==> src/rtl/range_burst_sequencer_if.sv <==
`default_nettype none
// ============================================================================
// Module   : range_burst_sequencer_if
// Brief    : Sample-stream, burst-control and range-finder-facing signals of
//            the range burst sequencer.
// Revision : 1.0 - initial release
// ============================================================================
interface range_burst_sequencer_if #(
    parameter int WIDTH     = 8,
    parameter int LEN_WIDTH = 8
);
    logic [WIDTH-1:0]     sample_in;
    logic                 sample_valid;
    logic                 sample_ready;
    logic [LEN_WIDTH-1:0] burst_len;
    logic                 start;
    logic                 busy;
    logic [WIDTH-1:0]     data_out;
    logic                 go;
    logic                 finish;
    logic                 burst_done;
    logic                 len_error;

    modport master (
        output sample_in, sample_valid, burst_len, start,
        input  sample_ready, busy, data_out, go, finish, burst_done, len_error
    );

    modport slave (
        input  sample_in, sample_valid, burst_len, start,
        output sample_ready, busy, data_out, go, finish, burst_done, len_error
    );
endinterface
`default_nettype wire

==> src/rtl/range_burst_sequencer.sv <==
`default_nettype none
// ============================================================================
// Module   : range_burst_sequencer
// Brief    : Buffers raw samples in a small FIFO and frames them into bursts
//            with single-cycle go/finish markers and a post-burst idle gap.
// Revision : 1.0 - initial release
// ============================================================================
module range_burst_sequencer #(
    parameter int WIDTH      = 8,
    parameter int LEN_WIDTH  = 8,
    parameter int FIFO_DEPTH = 4
) (
    input  logic                   clock,
    input  logic                   reset,
    range_burst_sequencer_if.slave bus
);
    localparam int                   c_PTR_W   = (FIFO_DEPTH > 1) ? $clog2(FIFO_DEPTH) : 1;
    localparam logic [c_PTR_W:0]     c_DEPTH   = (c_PTR_W + 1)'(FIFO_DEPTH);
    localparam logic [c_PTR_W:0]     c_CNT_ONE = (c_PTR_W + 1)'(1);
    localparam logic [c_PTR_W-1:0]   c_PTR_ONE = c_PTR_W'(1);
    localparam logic [LEN_WIDTH-1:0] c_LEN_ONE = LEN_WIDTH'(1);
    localparam logic [LEN_WIDTH-1:0] c_LEN_MIN = LEN_WIDTH'(2);

    typedef enum logic [1:0] {
        S_IDLE   = 2'd0,
        S_FIRST  = 2'd1,
        S_STREAM = 2'd2,
        S_GAP    = 2'd3
    } state_t;

    state_t               r_state;
    state_t               w_state_next;

    logic [WIDTH-1:0]     r_mem [FIFO_DEPTH];
    logic [c_PTR_W-1:0]   r_wr_ptr;
    logic [c_PTR_W-1:0]   r_rd_ptr;
    logic [c_PTR_W:0]     r_count;
    logic                 w_full;
    logic                 w_empty;
    logic                 w_push;
    logic                 w_pop;
    logic                 w_pop_req;

    logic [LEN_WIDTH-1:0] r_len;
    logic [LEN_WIDTH-1:0] r_cnt;
    logic [LEN_WIDTH-1:0] w_cnt_inc;
    logic                 r_gap;
    logic                 w_load;
    logic                 w_go_next;
    logic                 w_finish_next;
    logic                 w_done_next;
    logic                 w_lerr_next;

    logic [WIDTH-1:0]     r_data_out;
    logic                 r_go;
    logic                 r_finish;
    logic                 r_burst_done;
    logic                 r_len_error;

    // Ready comes from the registered full flag only; a pop never opens a slot
    // for a push in the same cycle.
    assign w_full    = (r_count == c_DEPTH);
    assign w_empty   = (r_count == '0);
    assign w_push    = bus.sample_valid && !w_full;
    assign w_pop     = w_pop_req && !w_empty;
    assign w_cnt_inc = r_cnt + c_LEN_ONE;

    assign w_go_next     = w_pop && (r_state == S_FIRST);
    assign w_finish_next = w_pop && (r_state == S_STREAM) && (w_cnt_inc == r_len);

    always_ff @(posedge clock) begin
        if (reset) begin
            r_state <= S_IDLE;
        end else begin
            r_state <= w_state_next;
        end
    end

    // STREAM lingers for the finish output cycle (counter already equals the
    // length, so nothing pops) before the two GAP cycles begin.
    always_comb begin
        w_state_next = r_state;
        w_pop_req    = 1'b0;
        w_load       = 1'b0;
        w_lerr_next  = 1'b0;
        w_done_next  = 1'b0;
        case (r_state)
            S_IDLE: begin
                if (bus.start) begin
                    if (bus.burst_len >= c_LEN_MIN) begin
                        w_load       = 1'b1;
                        w_state_next = S_FIRST;
                    end else begin
                        w_lerr_next  = 1'b1;
                    end
                end
            end
            S_FIRST: begin
                w_pop_req = 1'b1;
                if (!w_empty) begin
                    w_state_next = S_STREAM;
                end
            end
            S_STREAM: begin
                if (r_cnt == r_len) begin
                    w_state_next = S_GAP;
                end else begin
                    w_pop_req = 1'b1;
                end
            end
            S_GAP: begin
                if (r_gap) begin
                    w_state_next = S_IDLE;
                end else begin
                    w_done_next  = 1'b1;
                end
            end
            default: w_state_next = S_IDLE;
        endcase
    end

    always_ff @(posedge clock) begin
        if (w_push) begin
            r_mem[r_wr_ptr] <= bus.sample_in;
        end
    end

    always_ff @(posedge clock) begin
        if (reset) begin
            r_wr_ptr <= '0;
            r_rd_ptr <= '0;
            r_count  <= '0;
        end else begin
            if (w_push) begin
                r_wr_ptr <= r_wr_ptr + c_PTR_ONE;
            end
            if (w_pop) begin
                r_rd_ptr <= r_rd_ptr + c_PTR_ONE;
            end
            case ({w_push, w_pop})
                2'b10:   r_count <= r_count + c_CNT_ONE;
                2'b01:   r_count <= r_count - c_CNT_ONE;
                default: r_count <= r_count;
            endcase
        end
    end

    always_ff @(posedge clock) begin
        if (reset) begin
            r_len        <= '0;
            r_cnt        <= '0;
            r_gap        <= 1'b0;
            r_data_out   <= '0;
            r_go         <= 1'b0;
            r_finish     <= 1'b0;
            r_burst_done <= 1'b0;
            r_len_error  <= 1'b0;
        end else begin
            if (w_load) begin
                r_len <= bus.burst_len;
                r_cnt <= '0;
            end else if (w_pop) begin
                r_cnt <= w_cnt_inc;
            end
            if (w_pop) begin
                r_data_out <= r_mem[r_rd_ptr];
            end
            r_gap        <= (r_state == S_GAP) ? ~r_gap : 1'b0;
            r_go         <= w_go_next;
            r_finish     <= w_finish_next;
            r_burst_done <= w_done_next;
            r_len_error  <= w_lerr_next;
        end
    end

    assign bus.sample_ready = !w_full;
    assign bus.busy         = (r_state != S_IDLE);
    assign bus.data_out     = r_data_out;
    assign bus.go           = r_go;
    assign bus.finish       = r_finish;
    assign bus.burst_done   = r_burst_done;
    assign bus.len_error    = r_len_error;
endmodule
`default_nettype wire

==> src/flat_wrapper.sv <==
// flat-port wrapper written by rule: the top's interface ports become plain ports
module range_burst_sequencer_flat 
#(
    parameter int WIDTH      = 8,
    parameter int LEN_WIDTH  = 8,
    parameter int FIFO_DEPTH = 4
)
  (clock, reset, bus_sample_in, bus_sample_valid, bus_burst_len, bus_start, bus_sample_ready, bus_busy, bus_data_out, bus_go, bus_finish, bus_burst_done, bus_len_error);
  range_burst_sequencer_if #(.WIDTH(WIDTH), .LEN_WIDTH(LEN_WIDTH)) bus_i ();
  input  logic clock;
  input  logic reset;
  input wire logic [$bits(bus_i.sample_in)-1:0] bus_sample_in;
  input wire logic [$bits(bus_i.sample_valid)-1:0] bus_sample_valid;
  input wire logic [$bits(bus_i.burst_len)-1:0] bus_burst_len;
  input wire logic [$bits(bus_i.start)-1:0] bus_start;
  output wire logic [$bits(bus_i.sample_ready)-1:0] bus_sample_ready;
  output wire logic [$bits(bus_i.busy)-1:0] bus_busy;
  output wire logic [$bits(bus_i.data_out)-1:0] bus_data_out;
  output wire logic [$bits(bus_i.go)-1:0] bus_go;
  output wire logic [$bits(bus_i.finish)-1:0] bus_finish;
  output wire logic [$bits(bus_i.burst_done)-1:0] bus_burst_done;
  output wire logic [$bits(bus_i.len_error)-1:0] bus_len_error;
  assign bus_i.sample_in = bus_sample_in;
  assign bus_i.sample_valid = bus_sample_valid;
  assign bus_i.burst_len = bus_burst_len;
  assign bus_i.start = bus_start;
  assign bus_sample_ready = bus_i.sample_ready;
  assign bus_busy = bus_i.busy;
  assign bus_data_out = bus_i.data_out;
  assign bus_go = bus_i.go;
  assign bus_finish = bus_i.finish;
  assign bus_burst_done = bus_i.burst_done;
  assign bus_len_error = bus_i.len_error;
  range_burst_sequencer #(.WIDTH(WIDTH), .LEN_WIDTH(LEN_WIDTH), .FIFO_DEPTH(FIFO_DEPTH)) u_core (.clock(clock), .reset(reset), .bus(bus_i));
endmodule
==> config.mk <==
export PLATFORM = sky130hd
export DESIGN_NAME = range_burst_sequencer_flat
export DESIGN_NICKNAME = d
export VERILOG_FILES = /design/src/rtl/range_burst_sequencer_if.sv /design/src/rtl/range_burst_sequencer.sv /design/src/flat_wrapper.sv
export SDC_FILE = /design/constraint.sdc
export NUM_CORES = 1
export LEC_CHECK = 0
export CAP_MARGIN = 30
export CORE_ASPECT_RATIO = 1.5
export CORE_MARGIN = 2
export CORE_UTILIZATION = 30
export CTS_CLUSTER_SIZE = 20
export DETAILED_ROUTE_END_ITERATION = 8
export GPL_ROUTABILITY_DRIVEN = 0
export PLACE_DENSITY = 0.58
export SLEW_MARGIN = 20
export SYNTH_ARGS = -nofsm -noshare
export SYNTH_HDL_FRONTEND = slang
export SYNTH_SLANG_ARGS = --single-unit
==> constraint.sdc <==
create_clock -name clock -period 6.15 [get_ports clock]
set_input_delay 1.23 -clock clock [delete_from_list [all_inputs] [get_ports clock]]
set_output_delay 1.23 -clock clock [all_outputs]
set_load 0.005 [all_outputs]
==> out/results.txt, run 1 <==
Yosys reg bits - 69
pin count of the biggest net entering global routing - 36
Gate power share - 24.3%
total grt overflow - 0
cells along the critical path - clkdlybuf4s50_1 > or4_1 > o21ba_2 > or2_2 > a2111o_1 > o21ai_1
Finish-stage setup viols - 0
Post-Syn Area - 3260 um^2
Root Buffer - clkbuf_16
final net count - 342
status - complete, no violations
Buf/Inv on CP - 1
ys async rst share - 0%
R2R Path Start - u_core.r_cnt[4]$_SDFFE_PP0N_
Hold Crit Start - u_core.bus.burst_done$_SDFF_PP0_
layout cells sized above 1 - 12.4%
Slew Viols, Final - 0
filler cell count - 1,067
worst-skew pair later-pin latency - 320 ps
Hold Path Sink - u_core.bus.burst_done$_SDFF_PP0_
most common cell after layout, fill and taps aside - dfxtp_1
EDFF count, synth - 32
buffer count from post-CTS setup fixing - 0
# rows - 46
TritonCTS clock tree - done
clock share of power - 36.0%
Syn-to-layout area delta - 22.5%
Max-slew headroom - 54.5%
DRT antenna net count - 0
initial DRC count - 113
crit path time final - 3100 ps
Worst Tran Pin Value - 681 ps
WP data arrival - 3360 ps
Leakage Power - 0.00136 uW
H-tree depth - 3
Tcrit/Tclk final - 50.5%
Initial Util - 30.8%
GRT Total Usage - 13.6%
DPL Wire Length - 5220 um
reg2reg end - u_core.r_count[2]$_SDFFE_PP0P_
commonest non-fill, non-tap cells in the layout - dfxtp_1, clkdlybuf4s50_1, edfxtp_1
Top Family by Delay on Critical Path - simple AND/OR/NAND/NOR gates
peak supply drop - 243 uV
Post-Route Skew - 5.51 ps
CTS Hold Bufs - 0
post-place setup slack - 2720 ps
switching power of the nets - 439 uW
Die X-Extent - 89.1 um
routed length per instance - 15.7 um
total internal power - 1000 uW
Num CTS Buffers - 9
initial antenna violation count - 0
Seq/Total Area, Yosys - 52.2%
core area - 10,600 um^2
RSZ-0062 raised after global routing - no
1st-pass router iterations - 4
Diodes inserted - 0
layer with the highest usage - met2
Ys Warns - 0
Worst setup EP type - flop
distinct cell type count after synthesis - 55
max cap viols - 0
R2R Setup Slk - 3240 ps
vias in the first global route - 2,318
Post-CTS Resized - 0
Achievable Freq - 322 MHz
met3 usage - 2.64%
Placement Cell Area - 3680 um^2
post-route cell area - 3990 um^2
Setup WS post-layout - 3050 ps
Ports - 34
Avg Vias per Cell - 4.89
Final Hold Vio Count - 0
global-route wire length before repair - 12,100 um
M1 GR Usage - 15.0%
critical-path maximum fanout - 13
Num Clock Sinks - 69
HP Class - reg2reg
Reg area - 1700 um^2
Slowest Stage Delay on Critical Path - 590 ps
sequential share of power - 39.6%
area of the multi-input gates - 1420 um^2
Primary FF master, synth - dfxtp_1
TNS Setup - 0 ps
DIE HEIGHT - 132 um
Max clock buf depth - 2
Hold Path Stages - 1
GR Util met2 - 24.0%
switching share of power - 30.5%
# DRC - 0
CP Data Required Time - 6400 ps
PD cells - 361 nW/um^2
syn avg cell area - 11.6 um^2
via count - 2,243
die footprint - 11,700 um^2
Critical Path Source Type - primary input
Crit-path slowest cell - or4_1
Worst R2R Path Depth - 11
final WL - 7220 um
cell count after synthesis - 281
IO buf count - 33
Crit Path Class - in2reg
Synthesized Nets - 313
Clock transition at path regs - 60 ps
## flip-flops by register name (all words and copies together), names as in the netlist
| register | flops |
|---|---|
| u_core.r_mem | 32 |
| u_core.r_cnt | 8 |
| u_core.r_len | 8 |
| u_core.bus.burst_done | 1 |
| u_core.bus.len_error | 1 |
| u_core.bus.finish | 1 |
| u_core.bus.go | 1 |
| u_core.bus.data_out | 8 |
| u_core.r_rd_ptr | 2 |
| u_core.r_state | 2 |
| u_core.r_count | 3 |
| u_core.r_wr_ptr | 2 |
## cell type report
| cell class | count | area share [%] |
|---|---|---|
| sequential | 69 | 42.7 |
| clock buffer | 9 | 5.65 |
| inverter | 13 | 1.22 |
| clock inverter | 7 | 2.01 |
| multi-input combinational | 183 | 35.5 |
| timing repair buffer | 34 | 8.47 |
| tap | 144 | 4.52 |
## Yosys cell counts (2+ instances only)
cell,instances,share of area [%]
a211o_1,2,0.54
a211oi_1,2,0.46
a21boi_0,2,0.46
a21oi_1,18,2.8
and3_1,5,0.96
buf_1,3,0.35
buf_2,2,0.31
buf_6,2,0.69
clkbuf_1,7,0.81
dfxtp_1,37,23
edfxtp_1,32,30
ha_1,11,4.2
inv_1,12,1.4
mux2i_1,13,4.0
mux4_2,8,5.5
nand2_1,17,2.0
nand3_1,14,2.2
nand4_1,4,0.77
nor2_1,16,1.8
nor3_1,4,0.61
nor3b_1,3,0.69
nor4_1,2,0.38
o211ai_1,10,2.3
o21ai_0,4,0.61
or2_2,2,0.38
or3_1,5,0.96
or4_1,2,0.46
xnor2_1,7,1.9
xor2_1,9,2.4
## through the flow
stage	hold WS, ps	util [%]	power (uW)	instances
2_1_floorplan	444	-	831	281
3_5_place_dp	446	34.8	932	443
3_3_place_gp	435	34.8	924	443
5_1_grt	494	37.7	1520	459
6_report	456	37.7	1440	459
4_1_cts	459	37.7	1460	459
## power groups by stage
stage	Clock [uW]	Sequential, uW	Combinational, uW
floorplan	0	561	269
global placement	0	581	343
detailed placement	0	581	351
CTS	531	572	355
global route	557	578	390
finish	519	571	350
## routing by layer
metal / routed length, um / share of wire [%] / vias to the layer above
met3: 219 / 3.0 / 12
li1: - / - / 1094
met5: 0 / 0 / -
met2: 4050 / 56 / 40
met1: 2750 / 38 / 1097
met4: 201 / 2.8 / 0
## kinds of logic (layout without fill, tap and decap cells)
family | after synthesis | in the layout | share of synthesized area, %
buffers and inverters | 29 | 63 | 4.30
XOR/XNOR | 16 | 16 | 4.30
AND/OR/NAND/NOR | 84 | 84 | 13.7
multiplexers | 22 | 22 | 9.87
adder cells (fa/ha/maj) | 12 | 12 | 4.84
AO/OA/AOI/OAI | 49 | 49 | 10.8
flip-flops | 69 | 69 | 52.2
## worst max path at each step
stage,from,endpoint,slack (ps),cells past startpoint
2_1_floorplan,bus_burst_len[6],u_core.r_cnt[6]$_SDFFE_PP0N_,3390,5
3_3_place_gp,bus_burst_len[6],u_core.r_cnt[6]$_SDFFE_PP0N_,2750,6
3_5_place_dp,bus_burst_len[6],u_core.r_cnt[6]$_SDFFE_PP0N_,2720,6
4_1_cts,bus_burst_len[6],u_core.r_cnt[6]$_SDFFE_PP0N_,3050,6
5_1_grt,bus_burst_len[6],u_core.r_cnt[6]$_SDFFE_PP0N_,2960,6
6_report,bus_burst_len[6],u_core.r_cnt[6]$_SDFFE_PP0N_,3050,6
Note: power is estimated with default switching activity, not from simulation.
==> run 2, diff against run 1 <==
--- a/config.mk
+++ b/config.mk
@@ -12,7 +12,7 @@
 export CTS_CLUSTER_SIZE = 20
 export DETAILED_ROUTE_END_ITERATION = 8
 export GPL_ROUTABILITY_DRIVEN = 0
-export PLACE_DENSITY = 0.58
+export PLACE_DENSITY = 0.59
 export SLEW_MARGIN = 20
 export SYNTH_ARGS = -nofsm -noshare
 export SYNTH_HDL_FRONTEND = slang
==> constraint.sdc (replaced) <==
create_clock -name clock -period 2.6 [get_ports clock]
set_input_delay 0.52 -clock clock [delete_from_list [all_inputs] [get_ports clock]]
set_output_delay 0.52 -clock clock [all_outputs]
set_load 0.005 [all_outputs]
==> run 2 against run 1 <==
  * Power grew to 2.6 times the previous value
  * Clock skew up 2.1 ps
  * Worst setup slack got worse by 2900 ps
  * Utilization rose by 2.2 points
  * Critical path depth rose by 5
  * Combinational power rose to 2.8 times the previous value
  * First-iteration DRC count decreased by 5.3%
  * Sequential share of layout area decreased by 2.3 points
  * Clock power rose to 2.7 times the previous value
  * Largest cell class unchanged
  * Largest power group is now clock
==> out/results.txt, run 2 (synthesis results as in run 1) <==
Critical Path Source Type - flop
commonest non-fill, non-tap cells in the layout - dfxtp_1, clkdlybuf4s50_1, edfxtp_1
via count - 2,310
Top Family by Delay on Critical Path - simple AND/OR/NAND/NOR gates
Fin Hold WS - 449 ps
Diodes inserted - 0
IO buf count - 33
DRT antenna net count - 0
Num CTS Buffers - 9
Ports - 34
Buf/Inv on CP - 2
# DRC - 0
TritonCTS clock tree - done
Final Hold Vio Count - 0
Num Clock Sinks - 69
total grt overflow - 0
Syn-to-layout area delta - 29.7%
Worst setup EP type - flop
WP data arrival - 2710 ps
PD cells - 882 nW/um^2
crit path time final - 2450 ps
DIE HEIGHT - 132 um
GRT Total Usage - 14.0%
1st-pass router iterations - 6
TNS Setup - 0 ps
die footprint - 11,700 um^2
core area - 10,600 um^2
Slew Viols, Final - 0
final net count - 364
Avg Vias per Cell - 4.80
CP Data Required Time - 2860 ps
initial DRC count - 107
max cap viols - 0
Slowest Stage Delay on Critical Path - 550 ps
RSZ-0062 raised after global routing - no
cells along the critical path - xor2_1 > or4_4 > o21a_4 > o21ai_4 > inv_2 > ha_4 > inv_2 > fa_1 > xor2_1 > or3_1 > a21oi_1
Max clock buf depth - 2
worst-skew pair later-pin latency - 330 ps
Largest register FFs - 32
Largest Register - u_core.r_mem
Initial Util - 30.8%
critical-path maximum fanout - 2
layout cells sized above 1 - 19.3%
Clock transition at path regs - 60 ps
met3 usage - 3.02%
pin count of the biggest net entering global routing - 20
initial antenna violation count - 0
Max-slew headroom - 60.5%
Crit-path slowest cell - or4_4
routed length per instance - 15.8 um
most common cell after layout, fill and taps aside - dfxtp_1
Leakage Power - 0.00150 uW
Achievable Freq - 407 MHz
Tcrit/Tclk final - 94.4%
Post-Route Skew - 7.57 ps
vias in the first global route - 2,356
status - complete, no violations
DPL Wire Length - 5670 um
layer with the highest usage - met2
global-route wire length before repair - 12,100 um
Root Buffer - clkbuf_16
H-tree depth - 3
M1 GR Usage - 14.7%
final WL - 7600 um
# rows - 46
CTS Hold Bufs - 0
Worst Tran Pin Value - 591 ps
Finish-stage setup viols - 0
GR Util met2 - 24.3%
Die X-Extent - 89.1 um
HP Class - reg2reg
peak supply drop - 391 uV
Crit Path Class - reg2reg
Final Util - 39.9%
## run 2: cell types whose count changed in the layout (fill, tap and decap cells not counted), moves of 2 or more
cell,before,now
buf_4,1,22
bufinv_16,1,3
dfxtp_1,37,35
dfxtp_2,0,2
inv_6,3,1
## run 2: area by class of cell
cell class,instances,area (um^2)
fill,1061,6370
sequential,69,1700
multi-input combinational,183,1440
timing repair buffer,56,515
clock buffer,10,229
tap,144,180
clock inverter,6,111
inverter,13,48.8
## run 2: stage by stage
| step | cell area [um^2] | std cells | worst slack [ps] | power [uW] |
|---|---|---|---|---|
| global route | 4220 | 481 | 0.500 | 3900 |
| detailed placement | 3850 | 464 | 38.1 | 2340 |
| floorplan | 3260 | 281 | 37.0 | 1960 |
| global placement | 3850 | 464 | 82.1 | 2310 |
| CTS | 4190 | 480 | 48.7 | 3750 |
| finish | 4220 | 481 | 146 | 3720 |
## run 2: per-layer routing
| metal | vias to the layer above | part of all wire (%) |
|---|---|---|
| met3 | 17 | 3.3 |
| met2 | 52 | 55 |
| met1 | 1100 | 37 |
| met4 | 0 | 4.8 |
| met5 | - | 0 |
| li1 | 1141 | - |
## run 2: power by group
group	leakage [uW]	internal, uW	total [uW]	switching [uW]
Clock	0.000163	938	1400	461
Sequential	0.000595	1250	1340	88.7
Combinational	0.000737	469	983	514
Total	0.00150	2660	3720	1060
## run 2: repair_timing
item,CTS,global route
setup buffers,0,1
gates resized for setup,0,6
setup endpoints to repair,0,2
## run 2: path summary, 6_finish.rpt
path	slack, ps	endpoint	from	cells after the start
max	150	u_core.r_count[2]$_SDFFE_PP0P_	u_core.r_len[7]$_SDFFE_PP0P_	11
min	450	u_core.bus.burst_done$_SDFF_PP0_	u_core.bus.burst_done$_SDFF_PP0_	1
max reg2reg	150	u_core.r_count[2]$_SDFFE_PP0P_	u_core.r_len[7]$_SDFFE_PP0P_	11
min reg2reg	450	u_core.bus.burst_done$_SDFF_PP0_	u_core.bus.burst_done$_SDFF_PP0_	1
